===== src/rtl/mdu_pkg.sv =====
// Shared types and decode helpers for the multiply/divide unit.
package mdu_pkg;

  typedef enum logic [2:0] {
    OpMul    = 3'b000,
    OpMulh   = 3'b001,
    OpMulhsu = 3'b010,
    OpMulhu  = 3'b011,
    OpDiv    = 3'b100,
    OpDivu   = 3'b101,
    OpRem    = 3'b110,
    OpRemu   = 3'b111
  } mdu_op_e;

  typedef enum logic [1:0] {
    StIdle,
    StCalc,
    StFix
  } mdu_state_e;

  function automatic logic is_signed_div(mdu_op_e op);
    return (op == OpDiv) || (op == OpRem);
  endfunction

  function automatic logic is_signed_a(mdu_op_e op);
    return (op == OpMulh) || (op == OpMulhsu) || is_signed_div(op);
  endfunction

  function automatic logic is_signed_b(mdu_op_e op);
    return (op == OpMulh) || is_signed_div(op);
  endfunction

endpackage


===== src/rtl/div_iter.sv =====
// One restoring-division step; in add mode the same adder serves a shift-add multiply step.
module div_iter #(
  parameter int unsigned XLEN = 32
) (
  input  logic            i_add,
  input  logic [XLEN-1:0] i_rem,
  input  logic            i_bit,
  input  logic [XLEN-1:0] i_divisor,
  output logic [XLEN-1:0] o_rem,
  output logic            o_qbit,
  output logic [XLEN:0]   o_sum
);

  logic [XLEN+1:0] w_a;
  logic [XLEN+1:0] w_b;
  logic [XLEN+1:0] w_sum;

  always_comb begin
    w_a    = i_add ? {2'b00, i_rem} : {1'b0, i_rem, i_bit};
    w_b    = i_add ? {2'b00, i_divisor} : ~{2'b00, i_divisor};
    w_sum  = w_a + w_b + {{(XLEN + 1){1'b0}}, ~i_add};
    // Sign of the trial difference: clear means the divisor fits.
    o_qbit = ~w_sum[XLEN+1];
    o_rem  = o_qbit ? w_sum[XLEN-1:0] : {i_rem[XLEN-2:0], i_bit};
    o_sum  = w_sum[XLEN:0];
  end

endmodule


===== src/rtl/mul_div_unit.sv =====
// RISC-V M-extension multiply/divide unit: iterative divide, single-cycle or shift-add multiply.
module mul_div_unit
  import mdu_pkg::*;
#(
  parameter int unsigned XLEN     = 32,
  parameter bit          FAST_MUL = 1'b1
) (
  input  logic            i_clk,
  input  logic            i_reset,
  input  logic            i_start,
  input  logic [2:0]      i_op,
  input  logic [XLEN-1:0] i_src_a,
  input  logic [XLEN-1:0] i_src_b,
  input  logic            i_kill,
  output logic            o_busy,
  output logic            o_done,
  output logic [XLEN-1:0] o_result
);

  localparam int unsigned CntW = $clog2(XLEN);

  mdu_state_e      r_state, w_state_nxt;
  mdu_op_e         r_op, w_op_nxt;
  logic [CntW-1:0] r_cnt, w_cnt_nxt;
  logic [XLEN-1:0] r_rem, w_rem_nxt;
  logic [XLEN-1:0] r_quo, w_quo_nxt;
  logic [XLEN-1:0] r_div, w_div_nxt;
  logic            r_neg_q, w_neg_q_nxt;
  logic            r_neg_r, w_neg_r_nxt;
  logic            r_done, w_done_nxt;
  logic [XLEN-1:0] r_result, w_result_nxt;

  mdu_op_e         w_op_in;
  logic            w_in_div;
  logic            w_a_neg;
  logic            w_b_neg;
  logic [XLEN-1:0] w_abs_a;
  logic [XLEN-1:0] w_abs_b;
  logic            w_b_zero;
  logic            w_ovf;
  logic [2*XLEN-1:0] w_fast_prod;

  logic [XLEN-1:0]   w_step_divisor;
  logic [XLEN-1:0]   w_step_rem;
  logic              w_step_qbit;
  logic [XLEN:0]     w_step_sum;
  logic [2*XLEN-1:0] w_prod_fix;
  logic [XLEN-1:0]   w_quo_fix;
  logic [XLEN-1:0]   w_rem_fix;
  logic [XLEN-1:0]   w_fix_result;

  assign w_op_in  = mdu_op_e'(i_op);
  assign w_in_div = i_op[2];
  assign w_a_neg  = is_signed_a(w_op_in) & i_src_a[XLEN-1];
  assign w_b_neg  = is_signed_b(w_op_in) & i_src_b[XLEN-1];
  assign w_abs_a  = w_a_neg ? -i_src_a : i_src_a;
  assign w_abs_b  = w_b_neg ? -i_src_b : i_src_b;
  assign w_b_zero = (i_src_b == '0);
  assign w_ovf    = is_signed_div(w_op_in) && (i_src_a == {1'b1, {(XLEN - 1){1'b0}}}) &&
                    (&i_src_b);

  if (FAST_MUL) begin : g_fast_mul
    logic [2*XLEN-1:0] w_a_ext;
    logic [2*XLEN-1:0] w_b_ext;
    // Product modulo 2^(2*XLEN) of sign/zero-extended operands is the exact full product.
    assign w_a_ext     = {{XLEN{w_a_neg}}, i_src_a};
    assign w_b_ext     = {{XLEN{w_b_neg}}, i_src_b};
    assign w_fast_prod = w_a_ext * w_b_ext;
  end else begin : g_iter_mul
    assign w_fast_prod = '0;
  end

  // Multiply steps add the multiplicand only when the multiplier LSB is set.
  assign w_step_divisor = (r_op[2] || r_quo[0]) ? r_div : '0;

  div_iter #(
    .XLEN(XLEN)
  ) u_div_iter (
    .i_add    (~r_op[2]),
    .i_rem    (r_rem),
    .i_bit    (r_quo[XLEN-1]),
    .i_divisor(w_step_divisor),
    .o_rem    (w_step_rem),
    .o_qbit   (w_step_qbit),
    .o_sum    (w_step_sum)
  );

  assign w_prod_fix   = r_neg_q ? -{r_rem, r_quo} : {r_rem, r_quo};
  assign w_quo_fix    = r_neg_q ? -r_quo : r_quo;
  assign w_rem_fix    = r_neg_r ? -r_rem : r_rem;
  assign w_fix_result = r_op[2] ? (r_op[1] ? w_rem_fix : w_quo_fix) :
                        (r_op == OpMul) ? w_prod_fix[XLEN-1:0] : w_prod_fix[2*XLEN-1:XLEN];

  always_comb begin
    w_state_nxt  = r_state;
    w_op_nxt     = r_op;
    w_cnt_nxt    = r_cnt;
    w_rem_nxt    = r_rem;
    w_quo_nxt    = r_quo;
    w_div_nxt    = r_div;
    w_neg_q_nxt  = r_neg_q;
    w_neg_r_nxt  = r_neg_r;
    w_done_nxt   = 1'b0;
    w_result_nxt = r_result;

    unique case (r_state)
      StIdle: begin
        if (i_start) begin
          w_op_nxt = w_op_in;
          if (!w_in_div && FAST_MUL) begin
            w_result_nxt = (w_op_in == OpMul) ? w_fast_prod[XLEN-1:0] :
                                                w_fast_prod[2*XLEN-1:XLEN];
            w_done_nxt   = 1'b1;
          end else if (w_in_div && w_b_zero) begin
            w_result_nxt = i_op[1] ? i_src_a : '1;
            w_done_nxt   = 1'b1;
          end else if (w_ovf) begin
            w_result_nxt = i_op[1] ? '0 : i_src_a;
            w_done_nxt   = 1'b1;
          end else begin
            w_state_nxt = StCalc;
            w_cnt_nxt   = CntW'(XLEN - 1);
            w_rem_nxt   = '0;
            w_quo_nxt   = w_in_div ? w_abs_a : w_abs_b;
            w_div_nxt   = w_in_div ? w_abs_b : w_abs_a;
            w_neg_q_nxt = w_a_neg ^ w_b_neg;
            w_neg_r_nxt = w_a_neg;
          end
        end
      end
      StCalc: begin
        if (r_op[2]) begin
          w_rem_nxt = w_step_rem;
          w_quo_nxt = {r_quo[XLEN-2:0], w_step_qbit};
        end else begin
          {w_rem_nxt, w_quo_nxt} = {w_step_sum, r_quo[XLEN-1:1]};
        end
        if (r_cnt == '0) begin
          w_state_nxt = StFix;
        end else begin
          w_cnt_nxt = r_cnt - 1'b1;
        end
      end
      StFix: begin
        w_result_nxt = w_fix_result;
        w_done_nxt   = 1'b1;
        w_state_nxt  = StIdle;
      end
      default: w_state_nxt = StIdle;
    endcase

    // A flush drops any request or operation and leaves the last result intact.
    if (i_kill) begin
      w_state_nxt  = StIdle;
      w_done_nxt   = 1'b0;
      w_result_nxt = r_result;
    end
  end

  always_ff @(posedge i_clk) begin
    if (i_reset) begin
      r_state  <= StIdle;
      r_op     <= OpMul;
      r_cnt    <= '0;
      r_rem    <= '0;
      r_quo    <= '0;
      r_div    <= '0;
      r_neg_q  <= 1'b0;
      r_neg_r  <= 1'b0;
      r_done   <= 1'b0;
      r_result <= '0;
    end else begin
      r_state  <= w_state_nxt;
      r_op     <= w_op_nxt;
      r_cnt    <= w_cnt_nxt;
      r_rem    <= w_rem_nxt;
      r_quo    <= w_quo_nxt;
      r_div    <= w_div_nxt;
      r_neg_q  <= w_neg_q_nxt;
      r_neg_r  <= w_neg_r_nxt;
      r_done   <= w_done_nxt;
      r_result <= w_result_nxt;
    end
  end

  assign o_busy   = (r_state != StIdle);
  assign o_done   = r_done;
  assign o_result = r_result;

endmodule

===== config.mk =====
export PLATFORM = sky130hd
export DESIGN_NAME = mul_div_unit
export DESIGN_NICKNAME = d
export VERILOG_FILES = /design/src/rtl/mdu_pkg.sv /design/src/rtl/div_iter.sv /design/src/rtl/mul_div_unit.sv
export SDC_FILE = /design/constraint.sdc
export NUM_CORES = 2
export LEC_CHECK = 0
export BUFFER_PORTS_ARGS = -buffer_cell sky130_fd_sc_hd__clkbuf_2
export CAP_MARGIN = 10
export CORE_ASPECT_RATIO = 1.5
export CORE_MARGIN = 1
export CORE_UTILIZATION = 40
export CTS_BUF_LIST = sky130_fd_sc_hd__clkbuf_8
export DETAILED_ROUTE_END_ITERATION = 10
export MAX_ROUTING_LAYER = met4
export PLACE_DENSITY_LB_ADDON = 0.2
export SLEW_MARGIN = 20
export SYNTH_ARGS = -nofsm -noshare
export SYNTH_HDL_FRONTEND = slang
export SYNTH_SLANG_ARGS = --single-unit

===== constraint.sdc =====
create_clock -name i_clk -period 8.1 [get_ports i_clk]
set_input_delay 0.405 -clock i_clk [delete_from_list [all_inputs] [get_ports i_clk]]
set_output_delay 0.405 -clock i_clk [all_outputs]
set_load 0.02 [all_outputs]

==> flow_summary.yaml <==
synth:
  yosys.area.top_type: "fa_1"
  syn_inst: 6194
  synth_seq_cells: 141
  ys_async_sr_fraction: 0
  yosysTopAreaCellShare: 0.434
  ys.flop_type: "dfxtp_1"
  synth_common_cells: "inv_1 (1182), fa_1 (1126), nand2_1 (962), clkbuf_1 (325), and2_1 (310)"
  synth_most_common_cell: "inv_1"
  synth_nets: 7641
  synth.avg_cell_area_um2: 8.39
  yosysSeqAreaShare: 0.0543
  synth.yosys.warnings: 0
  synth_area_mm2: 0.0520
  synth_cell_types: 85
  synth_edf_count: 0
  netlist_top_cells_area: "fa_1 (43%), inv_1 (8.5%), nand2_1 (6.9%), ha_1 (6.0%), dfxtp_1 (5.4%)"
cells_and_area:
  nets: 7914
  area_growth_pct: 13.4
  fin_util: 0.458
  fillerInstances: 12800
  multi_input_area_mm2: 0.0432
  drive_gt1_frac: 0.131
  regArea_mm2: 0.00283
timing:
  fmax_mhz: 126
  period_share: 0.980
  tns_ns: 0
  final-max-slew-violation-count: 0
  tightest_slew_ns: 1.16
  worst_clock_skew_ns: 0.0227
  slew_headroom: 0.224
  hold_viol: 0
  setup_viol: 0
  min_period_ns: 7.94
floorplanning:
  placeableCoreArea_mm2: 0.129
  io-pin-count: 105
  initial_core_util: 0.404
  die_x_um: 296
  num_rows: 161
  die-area_mm2: 0.131
  dieHeight_um: 443
critical_path:
  crit_arrival_ns: 8.38
  critPathLaunchType: "input pin"
  worst_path_most_repeated_cell: "fa_1"
  crit_required_ns: 8.55
  crit_type: "in -> reg"
  crit_start: "i_src_a[20]"
  worst_path_max_delay_cell: "fa_1"
  worstSetupEndpointType: "flop"
  r2r-start: "r_op[2]"
  cp_max_fo: 6
  cpPeakStageDelay_ns: 0.59
cts:
  numCtsBuffers: 17
  numClockSinks: 141
  clock_path_buffers: 2
  cts_hold_repair.buffers: 0
  h-tree-depth: 4
  cts_root_buffer: "clkbuf_8"
  cts_tree: "done"
  cts.clk_slew.worst_paths_ns: 0.10
  clk_latency_ns: 0.52
grt:
  grt_pass1_vias: 47700
  overflow: 0
  grt_max_degree: 70
  antenna_found_initial: 14
  grt_pass1_wl_um: 301000
  grtUsageTotal: 0.320
routing:
  wirelength_um: 201000
  wire_per_inst_um: 24.5
  drtPass1Iterations: 8
  vias: 44700
  first_iter_violations: 2935
  postRouteAntennaNets: 0
  viasPerCell: 5.45
  drc: 0
status:
  status: "finished clean"
placed_design:
  dp_hpwl_um: 169000
  numPortBuffers: 104
  routabilityCongestion: 1.00
hold_path:
  hold_path_class: "in -> reg"
  min-delay-start: "i_op[0]"
flow_run:
  cap_violations: 0
## placed cells by master (no fill, tap or decap), types with 139 or more instances in the layout
cell     synthesis  routed
and2_1         310     309
nand2_1        962     959
dfxtp_1        141     139
a21oi_1        179     173
ha_1           250     247
nor2_1         269     267
inv_1         1182    1172
fa_1          1126    1120
buf_4            2     529
o21ai_0        211     205
## flip-flops by register name (all words and copies together), names as in the netlist
signal,flops
r_div,32
r_rem,32
r_neg_r,1
r_neg_q,1
r_op,3
r_state,2
o_done,1
r_quo,32
r_cnt,5
o_result,32
## through the flow
step           cells  cell area, um^2  setup slack [ns]  hold WS, ns
4_1_cts         8189            58800            0.0452        0.167
6_report        8201            58900             0.163        0.215
3_3_place_gp    8157            58400            -0.581        0.456
2_1_floorplan   6194            52200            -0.286        0.442
5_1_grt         8201            58900          -0.00910        0.227
3_5_place_dp    8157            58400            -0.621        0.469
## logic make-up after synthesis
group	count (synthesis)	share of synthesized area
AND/OR/NAND/NOR	1857	0.164
buffers and inverters	1637	0.119
adder cells (fa/ha/maj)	1404	0.499
AO/OA/AOI/OAI	826	0.105
XOR/XNOR	231	0.0389
flip-flops	141	0.0543
multiplexers	98	0.0196
## area by class of cell
cell class,instances,area share
antenna,10,0.000425
clock buffer,18,0.00421
clock inverter,14,0.00210
inverter,1187,0.0758
multi-input combinational,4416,0.733
sequential,141,0.0480
tap,1711,0.0363
timing repair buffer,704,0.100
## timing repair
item | in CTS | in global routing
pin swaps | 0 | 9
gates resized for setup | 3 | 15
endpoints found under the setup margin | 1 | 12
setup buffers | 0 | 2
## worst paths after layout
check	end	slack (ns)	depth (start not counted)
max	o_result[31]	0.16	28
min	r_op[0]	0.21	3
max reg2reg	r_rem[23]	2.59	13
min reg2reg	r_div[31]	0.48	2
## worst max-delay path, delay by kind of cell
kind            cells  cell delay, ns
buf+inv             9            1.28
simple gates        3            0.52
compound gates      7            1.71
fa+ha+maj           9            4.47
## routing by layer
| layer | GRT usage | vias up | routed length (um) |
|---|---|---|---|
| met1 | 0.352 | 22900 | 73300 |
| met5 | - | - | 0 |
| met3 | 0.0319 | 516 | 9660 |
| met4 | 0.200 | 0 | 15400 |
| met2 | 0.549 | 1508 | 102000 |
| li1 | - | 19700 | - |
Power is left out: the tool's default activity adds up to more than one toggle a clock period on the data nets, which glitch-free logic cannot reach.
